==> config.mk <==
export PLATFORM = sky130hd
export DESIGN_NAME = ddrphy_lane_delay_ctrl
export DESIGN_NICKNAME = d
export VERILOG_FILES = /design/src/rtl/ddrphy_dly_pkg.sv /design/src/rtl/ddrphy_dly_settle_cnt.sv /design/src/rtl/ddrphy_lane_delay_ctrl.sv
export SDC_FILE = /design/constraint.sdc
export NUM_CORES = 1
export LEC_CHECK = 0
export BUFFER_PORTS_ARGS = -buffer_cell sky130_fd_sc_hd__clkbuf_2
export CAP_MARGIN = 25
export CORE_MARGIN = 2
export CORE_UTILIZATION = 45
export CTS_CLUSTER_SIZE = 25
export DETAILED_ROUTE_END_ITERATION = 10
export PLACE_DENSITY = 0.66
export SETUP_SLACK_MARGIN = 0.4
export SLEW_MARGIN = 20
export SYNTH_ARGS = -nofsm -noshare
export SYNTH_HDL_FRONTEND = slang
export SYNTH_SLANG_ARGS = --single-unit
==> constraint.sdc <==
create_clock -name FAB_CLK -period 3 [get_ports FAB_CLK]
set_input_delay 0.3 -clock FAB_CLK [delete_from_list [all_inputs] [get_ports FAB_CLK]]
set_output_delay 0.3 -clock FAB_CLK [all_outputs]
set_load 0.02 [all_outputs]
==> src/rtl/ddrphy_dly_pkg.sv <==
// Shared types and helpers for the DDRPHY lane delay-line tap controller.
// Holds the controller state encoding, direction constants and the packed tap-slice helper.
package ddrphy_dly_pkg;

  typedef enum logic [2:0] {
    ST_IDLE,
    ST_LOAD,
    ST_MOVE,
    ST_SETTLE,
    ST_DONE
  } dly_state_e;

  localparam logic DIR_INC = 1'b1;
  localparam logic DIR_DEC = 1'b0;

  // LSB position of a lane's slice inside the packed current-tap bus.
  function automatic int unsigned tap_lsb(input int unsigned lane, input int unsigned tap_w);
    return lane * tap_w;
  endfunction

endpackage

==> src/rtl/ddrphy_dly_settle_cnt.sv <==
// Loadable down-counter timing the idle window after each delay-line strobe.
// tc is asserted on the last enabled cycle of the window.
module ddrphy_dly_settle_cnt #(
  parameter int CNT_W = 2
) (
  input  logic             clk,
  input  logic             sync_rst,
  input  logic             load,
  input  logic [CNT_W-1:0] load_val,
  input  logic             en,
  output logic             tc
);

  logic [CNT_W-1:0] cnt_q;

  // NOTE: clocked state uses non-blocking assignments so every register samples pre-edge values.
  always_ff @(posedge clk) begin
    if (sync_rst) begin
      cnt_q <= '0;
    end else if (load) begin
      cnt_q <= load_val;
    end else if (en && (cnt_q != '0)) begin
      cnt_q <= cnt_q - CNT_W'(1);
    end
  end

  assign tc = en && (cnt_q == '0);

endmodule

==> src/rtl/ddrphy_lane_delay_ctrl.sv <==
// Multi-lane IOD delay-line tap controller: loads or steps one lane per request,
// tracks each lane's tap count and flags out-of-range reported while settling.
module ddrphy_lane_delay_ctrl #(
  parameter int NUM_LANES     = 4,
  parameter int TAP_W         = 8,
  parameter int TAP_MAX       = 127,
  parameter int INIT_TAP      = 1,
  parameter int SETTLE_CYCLES = 4,
  parameter int LANE_W        = (NUM_LANES > 1) ? $clog2(NUM_LANES) : 1
) (
  input  logic                       FAB_CLK,
  input  logic                       SYNC_RST,
  input  logic                       REQ_VALID,
  output logic                       REQ_READY,
  input  logic [LANE_W-1:0]          REQ_LANE,
  input  logic                       REQ_LOAD,
  input  logic [TAP_W-1:0]           REQ_TAP,
  output logic                       DONE,
  output logic                       DONE_ERR,
  output logic [NUM_LANES-1:0]       DELAY_LINE_MOVE,
  output logic [NUM_LANES-1:0]       DELAY_LINE_DIRECTION,
  output logic [NUM_LANES-1:0]       DELAY_LINE_LOAD,
  input  logic [NUM_LANES-1:0]       DELAY_LINE_OUT_OF_RANGE,
  output logic [NUM_LANES*TAP_W-1:0] CUR_TAP,
  output logic [NUM_LANES-1:0]       OOR_STICKY
);

  import ddrphy_dly_pkg::*;

  localparam int CNT_W = (SETTLE_CYCLES > 1) ? $clog2(SETTLE_CYCLES) : 1;

  dly_state_e state_q, state_d;

  logic [LANE_W-1:0]    lane_q;
  logic                 load_q;
  logic [TAP_W-1:0]     target_q;
  logic                 err_q;
  logic [TAP_W-1:0]     tap_q [NUM_LANES];
  logic [NUM_LANES-1:0] dir_q;
  logic [NUM_LANES-1:0] oor_q;

  logic [NUM_LANES-1:0] lane_oh, req_oh, move_stb, load_stb;
  logic [TAP_W-1:0]     cur_sel, req_cur;
  logic                 req_legal, step_start, accept, oor_now;
  logic                 settle_load, settle_tc;

  // NOTE: every always_comb output gets a default first so no path infers a latch.
  always_comb begin
    lane_oh = '0;
    req_oh  = '0;
    cur_sel = '0;
    req_cur = '0;
    for (int i = 0; i < NUM_LANES; i++) begin
      if (lane_q == LANE_W'(i)) begin
        lane_oh[i] = 1'b1;
        cur_sel    = tap_q[i];
      end
      if (REQ_LANE == LANE_W'(i)) begin
        req_oh[i] = 1'b1;
        req_cur   = tap_q[i];
      end
    end
  end

  // Widened compares keep the range checks meaningful for any parameter set.
  assign req_legal  = ({1'b0, REQ_LANE} < (LANE_W+1)'(NUM_LANES)) &&
                      ({1'b0, REQ_TAP} <= (TAP_W+1)'(TAP_MAX));
  assign step_start = !REQ_LOAD && req_legal && (REQ_TAP != req_cur);
  assign oor_now    = |(DELAY_LINE_OUT_OF_RANGE & lane_oh);

  always_comb begin
    state_d     = state_q;
    accept      = 1'b0;
    settle_load = 1'b0;
    move_stb    = '0;
    load_stb    = '0;
    unique case (state_q)
      ST_IDLE: begin
        if (REQ_VALID) begin
          accept = 1'b1;
          if (REQ_LOAD)        state_d = ST_LOAD;
          else if (step_start) state_d = ST_MOVE;
          else                 state_d = ST_DONE;
        end
      end
      ST_LOAD: begin
        load_stb    = lane_oh;
        settle_load = 1'b1;
        state_d     = ST_SETTLE;
      end
      ST_MOVE: begin
        move_stb    = lane_oh;
        settle_load = 1'b1;
        state_d     = ST_SETTLE;
      end
      ST_SETTLE: begin
        if (settle_tc) begin
          if (err_q || oor_now || load_q || (cur_sel == target_q)) state_d = ST_DONE;
          else                                                     state_d = ST_MOVE;
        end
      end
      ST_DONE: state_d = ST_IDLE;
      default: state_d = ST_IDLE;
    endcase
  end

  always_ff @(posedge FAB_CLK) begin
    if (SYNC_RST) state_q <= ST_IDLE;
    else          state_q <= state_d;
  end

  // NOTE: the per-lane tap array is a handful of flops, so it is reset explicitly lane by lane.
  always_ff @(posedge FAB_CLK) begin
    if (SYNC_RST) begin
      lane_q   <= '0;
      load_q   <= 1'b0;
      target_q <= '0;
      err_q    <= 1'b0;
      dir_q    <= '1;
      oor_q    <= '0;
      for (int i = 0; i < NUM_LANES; i++) tap_q[i] <= TAP_W'(INIT_TAP);
    end else begin
      if (accept) begin
        lane_q   <= REQ_LANE;
        load_q   <= REQ_LOAD;
        target_q <= REQ_TAP;
        err_q    <= !REQ_LOAD && !req_legal;
      end else if ((state_q == ST_SETTLE) && oor_now) begin
        err_q <= 1'b1;
      end
      for (int i = 0; i < NUM_LANES; i++) begin
        if (accept && step_start && req_oh[i])
          dir_q[i] <= (REQ_TAP > req_cur) ? DIR_INC : DIR_DEC;
        if (load_stb[i]) begin
          tap_q[i] <= TAP_W'(INIT_TAP);
          oor_q[i] <= 1'b0;
        end else if (move_stb[i]) begin
          tap_q[i] <= (dir_q[i] == DIR_INC) ? tap_q[i] + TAP_W'(1) : tap_q[i] - TAP_W'(1);
        end
        if ((state_q == ST_SETTLE) && lane_oh[i] && DELAY_LINE_OUT_OF_RANGE[i])
          oor_q[i] <= 1'b1;
      end
    end
  end

  ddrphy_dly_settle_cnt #(.CNT_W(CNT_W)) u_settle_cnt (
    .clk      (FAB_CLK),
    .sync_rst (SYNC_RST),
    .load     (settle_load),
    .load_val (CNT_W'(SETTLE_CYCLES - 1)),
    .en       (state_q == ST_SETTLE),
    .tc       (settle_tc)
  );

  for (genvar g = 0; g < NUM_LANES; g++) begin : g_cur_tap
    assign CUR_TAP[tap_lsb(g, TAP_W) +: TAP_W] = tap_q[g];
  end

  assign REQ_READY            = (state_q == ST_IDLE);
  assign DONE                 = (state_q == ST_DONE);
  assign DONE_ERR             = (state_q == ST_DONE) && err_q;
  assign DELAY_LINE_MOVE      = move_stb;
  assign DELAY_LINE_LOAD      = load_stb;
  assign DELAY_LINE_DIRECTION = dir_q;
  assign OOR_STICKY           = oor_q;

endmodule

# After elaboration in Yosys (flattened, before gate mapping)
# Memories as Yosys holds them, arrays and structs flattened.
# Index checks and enable logic that the tools add are counted.
[word_totals]
reg_bits = 25
latch_bits = 0
mem_bits_rw = 32
rom_bits = 0
input_bits = 18
word_cells = 170
mem_count = 1
[memory_table]
columns = ["name", "words", "word_bits", "rd", "rd_clocked_by_memory_dff", "write_ports", "line", "source"]
rows = [
  ["tap_q", 4, 8, 4, 0, 4, "ddrphy_lane_delay_ctrl.sv:38", "logic [TAP_W-1:0] tap_q [NUM_LANES];"],
]
[classes]
add_sub_neg = 9
mul = 0
div_mod_pow = 0
n_lt_le_gt_ge = 2
n_eq_ne = 14
n_shift = 0
muxes = 82
n_bitwise = 9
n_reduce_logical = 39
[ops]
columns = ["operator", "n"]
rows = [
  ["8-bit two-way mux", 20],
  ["1-bit two-way mux", 52],
  ["8-bit by 1-bit adder with 8-bit output, second input constant", 4],
  ["8-bit by 1-bit subtractor with 8-bit output, second input constant", 4],
  ["1-bit logical AND", 20],
  ["3-bit two-way mux", 5],
  ["2-bit nonzero test", 7],
  ["3-bit one-hot mux with 3 select lines", 1],
  ["2-bit equality test, second input constant", 4],
  ["8-bit equality test", 1],
  ["8-bit greater-than comparator", 1],
  ["8-bit by 7-bit less-or-equal comparator with 1-bit output, second input constant", 1],
  ["4-bit two-way mux", 2],
  ["8-bit inequality test", 1],
  ["1-bit OR", 8],
  ["3-bit by 2-bit equality test with 1-bit output, second input constant", 2],
  ["2-bit zero test", 3],
  ["4-bit bitwise AND", 1],
  ["2-bit by 1-bit equality test with 1-bit output, second input constant", 2],
  ["2-bit two-way mux", 2],
  ["2-bit inequality test, second input constant", 2],
  ["4-bit OR reduction", 1],
  ["3-bit by 1-bit equality test with 1-bit output, second input constant", 1],
  ["3-bit equality test, second input constant", 1],
  ["other kinds (6)", 9],
]

# Longest topological paths before layout
# Gate-level depths: netlist of run 1.
[logic_depth]
word_depth = 11
mapped_depth = 11
ltp_nobuf = 9

# By module
# A second synthesis of run 1 with hierarchy kept.
[hier_totals]
hier_cells = 422
area_unflattened_um2 = 4082.7
[modules_own_cells]
columns = ["mod", "instances", "cells_each", "area_each_um2", "seq_area_each_um2"]
rows = [
  ["ddrphy_lane_delay_ctrl", 1, 407, 3948.8, 1421.4],
  ["ddrphy_dly_settle_cnt", 1, 15, 133.9, 40.0],
]

# Worst setup path after synthesis of run 1
# No wires, ideal clock.
[synth_path]
path_kind = "in2reg"
startpoint = "input REQ_LANE[0]"
endpoint = "register dir_q[2], in the netlist DELAY_LINE_DIRECTION[2]"
setup_ns = 0.122
arrival_ns = 2.616
path_slack_ns = 0.262
stages = 10
n_path_buf = 1
cell_sequence = "buf_1 mux4_2 inv_1 ha_1 nand4_1 nor2_1 or3_1 nor3_1 a21oi_1 a311o_1"
[synth_via]
elab_chain_cells = 9
elab_cells_between_ends = 15
cone_classes = "order compare: 1; eq/ne: 4; mux: 6; reduce/logical: 4"
[synth_rtl]
columns = ["item", "line", "source"]
rows = [
  ["start: declaration", "ddrphy_lane_delay_ctrl.sv:15", "input logic [LANE_W-1:0] REQ_LANE,"],
  ["parallel branches: the longest is 9 deep, another holds 8-bit greater-than comparator", "--", ""],
  ["end signal: indexed assignment", "ddrphy_lane_delay_ctrl.sv:133", "dir_q[i] <= (REQ_TAP > req_cur) ? DIR_INC : DIR_DEC;"],
  ["end: declaration", "ddrphy_lane_delay_ctrl.sv:39", "logic [NUM_LANES-1:0] dir_q;"],
]
# Parallel ways; which one is timed is not known.
# A chain may end at the register's enable or synchronous reset.

==> impl_metrics.yaml, run 1 <==
floorplan:
  io_pins: 69
  initial_utilization_pct: 45.75
  row_count: 34
  die_y_um: 97.71
  die-area_mm2: 0.009546
  fp.coreArea_mm2: 0.008636
  die_w_um: 97.71
layout:
  drive_gt1_share_pct: 25.40
  fin_nets: 546
  seqCellArea_mm2: 0.001461
  antenna-diode-count: 0
  area_growth_pct: 21.37
  fillers: 757
  final_area_mm2: 0.004796
  final_cells: 604
  final_cell_mix: "68 x clkbuf_2, 52 x nor2_1, 40 x nand2_1"
  layout_commonest_cell: "clkbuf_2"
  multi_input_comb_area_mm2: 0.002359
grt:
  antenna_found_initial: 0
  grt_pass1_vias: 3192
  grt_pass1_wl_um: 16440
  overflow: 0
  grt.total_usage_pct: 22.09
  grt_max_degree: 27
clocking:
  ctsRootBufferMaster: "clkbuf_8"
  cts_tree: "built"
  htreeDepth: 3
  clock_latency_ps: 350
  cts.sinks: 57
  path_clk_slew_ps: 70
  clk_path_buf_depth: 2
  cts_buffers: 9
routing:
  drt_iter0_drc: 181
  drc: 0
  drt-total-wl_um: 10430
  ant_nets: 0
  m1WireLength_um: 4551
  firstDrtPassIters: 5
  wl_met3_um: 711
  wl_per_cell_um: 17.27
  dr.max_layer_used: "met4"
  vias: 3415
  met2WireLength_um: 4903
  post_drt_via_cell_ratio: 5.654
timing:
  fmax_mhz: 390.9
  slew_violations: 0
  period_minus_slack_ps: 2558
  grt_setup_unrepaired: "yes"
  finalSetupTns_ps: 0
  finClkSkew_ps: 14.19
  hold_violations: 0
  fin_crit_sh_pct: 85.27
  relSlewSlack_pct: 63.02
  finalSetupViolations: 0
  tightest_slew_ps: 554.2
setup_path:
  required_ps: 3230
  critical_path.cell_chain: "mux4_2 -> inv_1 -> ha_1 -> a21o_1 -> a21o_1 -> a21oi_1 -> nor2_1 -> or2_2 -> a311o_1"
  path_class: "reg -> reg"
  cpMostUsedCell: "a21o_1"
  cp_num_buf_inv: 1
  slowest_delay_ps: 480
  crit_slowest_cell: "mux4_2"
  crit_fanout: 3
  critPathCaptureType: "flop"
  critical_path_arrival_ps: 2790
  startpoint_type: "flop"
  cp_top_family: "compound AO/OA/AOI/OAI gates"
pwr:
  power_w: 0.002427
  p_per_area_mw_per_mm2: 506.1
  ir_worst_vdd_mv: 0.2172
  p_leak_nw: 2.107
placed_design:
  placed_area_mm2: 0.004423
  dp_hpwl_um: 8020
  routabilityCongestion: 0.9644
  io_buffers: 68
  dpl.cell_count: 571
yosys:
  synth_edf_count: 32
  yosysTopAreaCellShare_pct: 24.32
  yosys_warnings: 0
  synth-main-ff-cell: "edfxtp_1"
  synth_area_leaders: "edfxtp_1 24%, dfxtp_1 13%, ha_1 10%"
  netlist_area_mm2: 0.003951
  synth_top_area_cell: "edfxtp_1"
  syn_inst: 401
  synth_fp_nets: 456
  synth.avg_cell_area_um2: 9.854
  ys_ff_latch: 57
  yosysUniqueCellTypes: 45
  yosysSeqAreaShare_pct: 36.99
  synth-async-reset-ratio_pct: 0
run_status:
  outcome: "finished clean"
flow_run:
  maxCapViolations: 0
worst_hold_path:
  hold_path_class: "in -> reg"
[area by class of cell]
class	count	share of cell area, %
multi-input cells	309	49.18
flip-flops and latches	57	30.47
repair buffers	93	11.01
clock buffers	13	3.966
well taps	108	2.818
inverters	21	1.644
clock inverters	3	0.9131
[metal layers]
layer	track usage, %	vias to the layer above
met4	10.15	0
met1	29.30	1623
li1	-	1647
met2	35.54	124
met5	0	-
met3	3.741	21
[worst reg2reg max path, cell delays in order (launching register included)]
cell and delay (ps):
edfxtp_1 440, mux4_2 480, inv_1 80, ha_1 240, a21o_1 170, a21o_1 170
a21oi_1 150, nor2_1 60, or2_2 320, a311o_1 320
[state kept, by name, indices dropped and copies added (netlist names), 2 cells and up]
| register | cells |
|---|---|
| tap_q | 32 |
| target_q | 8 |
| DELAY_LINE_DIRECTION | 4 |
| OOR_STICKY | 4 |
| state_q | 3 |
| lane_q | 2 |
| u_settle_cnt.cnt_q | 2 |
[cell usage after synthesis (all sizes together), types with 16 or more instances]
cell type  instances
dfxtp             25
nand2             40
inv               21
xor2              16
mux4              17
nor2              53
ha                33
edfxtp            32
xnor2             20
a21oi             34
[cells by family after synthesis]
logic type	count (synthesis)	share of synthesized area, %
compound gates	76	12.03
xor+xnor	36	7.980
fa+ha+maj	37	12.48
buf+inv	35	3.610
flops	57	36.99
mux	17	10.45
simple gates	143	16.47
[report_power, final]
part	switching, W	internal [W]
Sequential	0.0000735	0.000891
Combinational	0.000355	0.000280
Clock	0.000325	0.000502
Total	0.000754	0.00167
[path summary, 6_finish.rpt]
path | from | to | slack [ps] | cells past startpoint
setup / recovery | tap_q[0][5] | DELAY_LINE_DIRECTION[3] | 440 | 9
hold / removal | DELAY_LINE_OUT_OF_RANGE[0] | OOR_STICKY[0] | 210 | 3
setup reg to reg | tap_q[0][5] | DELAY_LINE_DIRECTION[3] | 440 | 9
hold reg to reg | target_q[6] | target_q[6] | 480 | 2
[what timing repair did]
item                       4_1_cts  5_1_grt
setup endpoints to repair        2        4
hold buffers                     0        0
resized for setup                0        3
cloned                           0        0
setup buffers                    2       15
[through the flow]
stage,hold WS (ps),setup WS (ps),util (%)
final,210.3,442.0,55.53
after detailed placement,465.5,162.9,51.22
after floorplan,436.0,422.7,-
after global placement,451.4,251.1,51.22
after CTS,202.0,403.5,54.10
after global routing,213.7,321.3,55.53
Power figures use the tool's default switching activity.
==> run 2: changes to the inputs <==
--- a/config.mk
+++ b/config.mk
@@ -5,13 +5,16 @@
 export SDC_FILE = /design/constraint.sdc
 export NUM_CORES = 1
 export LEC_CHECK = 0
+export ABC_AREA = 1
 export BUFFER_PORTS_ARGS = -buffer_cell sky130_fd_sc_hd__clkbuf_2
 export CAP_MARGIN = 25
+export CELL_PAD_IN_SITES_DETAIL_PLACEMENT = 1
+export CELL_PAD_IN_SITES_GLOBAL_PLACEMENT = 1
 export CORE_MARGIN = 2
-export CORE_UTILIZATION = 45
+export CORE_UTILIZATION = 41
 export CTS_CLUSTER_SIZE = 25
 export DETAILED_ROUTE_END_ITERATION = 10
-export PLACE_DENSITY = 0.66
+export PLACE_DENSITY_LB_ADDON = 0.1
 export SETUP_SLACK_MARGIN = 0.4
 export SLEW_MARGIN = 20
 export SYNTH_ARGS = -nofsm -noshare
==> run 2 against run 1 <==
  * Die area up 12%
  * Clock-buffer cell count unchanged
  * Synthesized area up 2.8%
  * First-iteration DRC count down 7.7%
  * Cell count up 26%
  * Wire length up 21%
  * Synthesized cell count up 37%
  * Power about the same
  * Final area down 1.1%
  * Non-clock buffer count down 18
  * Critical endpoint is now DELAY_LINE_DIRECTION[1]
  * Largest power group unchanged
==> impl_metrics.yaml, run 2 <==
clocking:
  cts_tree: "built"
  clock_latency_ps: 360
  path_clk_slew_ps: 70
  clk_path_buf_depth: 2
  cts.sinks: 57
  cts_buffers: 9
  htreeDepth: 3
  holdBufCountCts: 0
  ctsRootBufferMaster: "clkbuf_8"
yosys:
  synth_area_leaders: "edfxtp_1 24%, dfxtp_1 12%, ha_1 10%"
  yosysUniqueCellTypes: 36
  synth_top_area_cell: "edfxtp_1"
  netlist_area_mm2: 0.004061
  synth-main-ff-cell: "edfxtp_1"
  syn_inst: 550
  synth_edf_count: 32
  ys_ff_latch: 57
  synth.avg_cell_area_um2: 7.384
  yosys_warnings: 0
  synth-async-reset-ratio_pct: 0
  yosysTopAreaCellShare_pct: 23.66
  yosysSeqAreaShare_pct: 35.98
  synth_fp_nets: 605
  synth_commonest_cells: "101 x nand2_1, 87 x inv_1, 66 x nor2_1"
  yosysMostFrequentCell: "nand2_1"
placed_design:
  dp_hpwl_um: 10130
  routabilityCongestion: 0.9044
  dpl.cell_count: 747
  io_buffers: 68
  preCtsSetupSlack_ps: 241.7
timing:
  fin_crit_sh_pct: 80.22
  hold_ws_ps: 203.8
  finalSetupViolations: 0
  period_minus_slack_ps: 2407
  fmax_mhz: 415.5
  hold_violations: 0
  tightest_slew_ps: 527.9
  finClkSkew_ps: 11.34
  finalSetupTns_ps: 0
  setup_ws_ps: 593.3
  relSlewSlack_pct: 64.70
  grt_setup_unrepaired: "no"
  slew_violations: 0
layout:
  final_cells: 764
  final_cell_mix: "101 x nand2_1, 87 x inv_1, 68 x clkbuf_2"
  fin_nets: 681
  fillers: 1286
  largest_register_ffs: 32
  antenna-diode-count: 0
  layout_commonest_cell: "nand2_1"
  reg_top3: "tap_q x32, target_q x8"
  area_growth_pct: 16.73
  drive_gt1_share_pct: 15.53
  regMostFlops: "tap_q"
setup_path:
  timing.rr.end: "DELAY_LINE_DIRECTION[1]"
  startpoint_type: "flop"
  slowest_delay_ps: 500
  path_class: "reg -> reg"
  crit_path_start: "tap_q[0][7]"
  critical_path.cell_chain: "a221oi_1 -> a21oi_1 -> a21oi_1 -> ha_1 -> nand4_1 -> nor3_1 -> nor2_2 -> nand2_1 -> o31ai_1 -> nand3_1"
  crit_slowest_cell: "edfxtp_1"
  reg2reg_depth: 10
  critical_path_arrival_ps: 2640
  critPathCaptureType: "flop"
  ff2ff_setup_slack_ps: 590
  rr_startpoint: "tap_q[0][7]"
  crit_fanout: 5
  cpMostUsedCell: "a21oi_1"
  required_ps: 3240
  endpoint: "DELAY_LINE_DIRECTION[1]"
floorplan:
  row_count: 36
  initial_utilization_pct: 41.94
  fp.coreArea_mm2: 0.009684
  die_y_um: 103.5
  die_w_um: 103.5
  io_pins: 69
  die-area_mm2: 0.01072
grt:
  grt_pass1_wl_um: 20620
  antenna_found_initial: 0
  grt_pass1_vias: 4117
  overflow: 0
  grt.total_usage_pct: 24.16
  grt_max_degree: 24
flow_run:
  maxCapViolations: 0
routing:
  wl_per_cell_um: 16.50
  vias: 4133
  firstDrtPassIters: 5
  drc: 0
  drt-total-wl_um: 12600
  post_drt_via_cell_ratio: 5.410
  drt_iter0_drc: 167
  ant_nets: 0
pwr:
  p_leak_nw: 2.345
  power_w: 0.002426
  ir_worst_vdd_mv: 0.2554
  p_per_area_mw_per_mm2: 511.8
worst_hold_path:
  hold_path_class: "in -> reg"
run_status:
  outcome: "finished clean"
## run 2: cell types whose count changed after synthesis, moves of 14 or more
cell / previous run / this run
a21oi_1: 34 / 60
nand3_1: 7 / 32
nor2_1: 52 / 66
o21ai_0: 10 / 38
nand2_1: 40 / 101
inv_1: 21 / 87
xnor2_1: 20 / 2
## run 2: how the worst min path moves through the flow
stage / end / depth (start not counted) / slack [ps] / start
2_1_floorplan: load_q / 2 / 440 / load_q
3_3_place_gp: load_q / 2 / 460 / load_q
3_5_place_dp: load_q / 2 / 460 / load_q
4_1_cts: OOR_STICKY[1] / 3 / 190 / DELAY_LINE_OUT_OF_RANGE[1]
5_1_grt: OOR_STICKY[1] / 3 / 230 / DELAY_LINE_OUT_OF_RANGE[1]
6_report: OOR_STICKY[1] / 3 / 200 / DELAY_LINE_OUT_OF_RANGE[1]
## run 2: kinds of logic after synthesis
| group | after synthesis | share of synthesized area (%) |
|---|---|---|
| xor gates and xnor gates | 5 | 1.078 |
| AOI/OAI and AO/OA | 123 | 16.88 |
| and+or+nand+nor | 229 | 24.21 |
| DFF | 57 | 35.98 |
| buffers and inverters | 99 | 9.704 |
| adders and majority gates | 37 | 12.14 |
## run 2: repair_timing
item                                    in CTS  in global routing
endpoints found under the setup margin       0                  6
gates resized for setup                      0                  2
setup buffers                                0                  1
## run 2: layout make-up
cell class	count	area, µm²	area share, %
tap	133	166.4	3.510
clock inverter	3	15.01	0.3167
sequential	57	1461	30.83
clock buffer	13	158.9	3.352
multi-input combinational	394	2212	46.66
timing repair buffer	75	392.9	8.287
inverter	89	334.1	7.047
## run 2: worst max-delay path: cells and delay by family (launching register included)
kind / cells / cell delay (ps)
AOI/OAI and AO/OA: 4 / 790
adders and majority gates: 1 / 270
DFF: 1 / 500
and+or+nand+nor: 5 / 720
## run 2: metrics by stage
step	util, %	cell area [µm²]
after floorplan	-	4061
after global placement	47.02	4553
after detailed placement	47.02	4553
after CTS	48.81	4727
after global routing	48.95	4741
final	48.95	4741
## run 2: where the power goes
part / total (W) / leakage [nW] / internal, W / switching (W)
sequential: 0.00100 / 0.524 / 0.000910 / 0.0000921
combinational: 0.000759 / 1.73 / 0.000249 / 0.000510
clock: 0.000665 / 0.0932 / 0.000341 / 0.000324
## run 2: per-layer routing
metal | global-route usage [%] | routed length, µm
met3 | 3.084 | 609
met1 | 30.93 | 5623
met2 | 41.11 | 6039
met5 | 0 | 0
met4 | 10.33 | 332
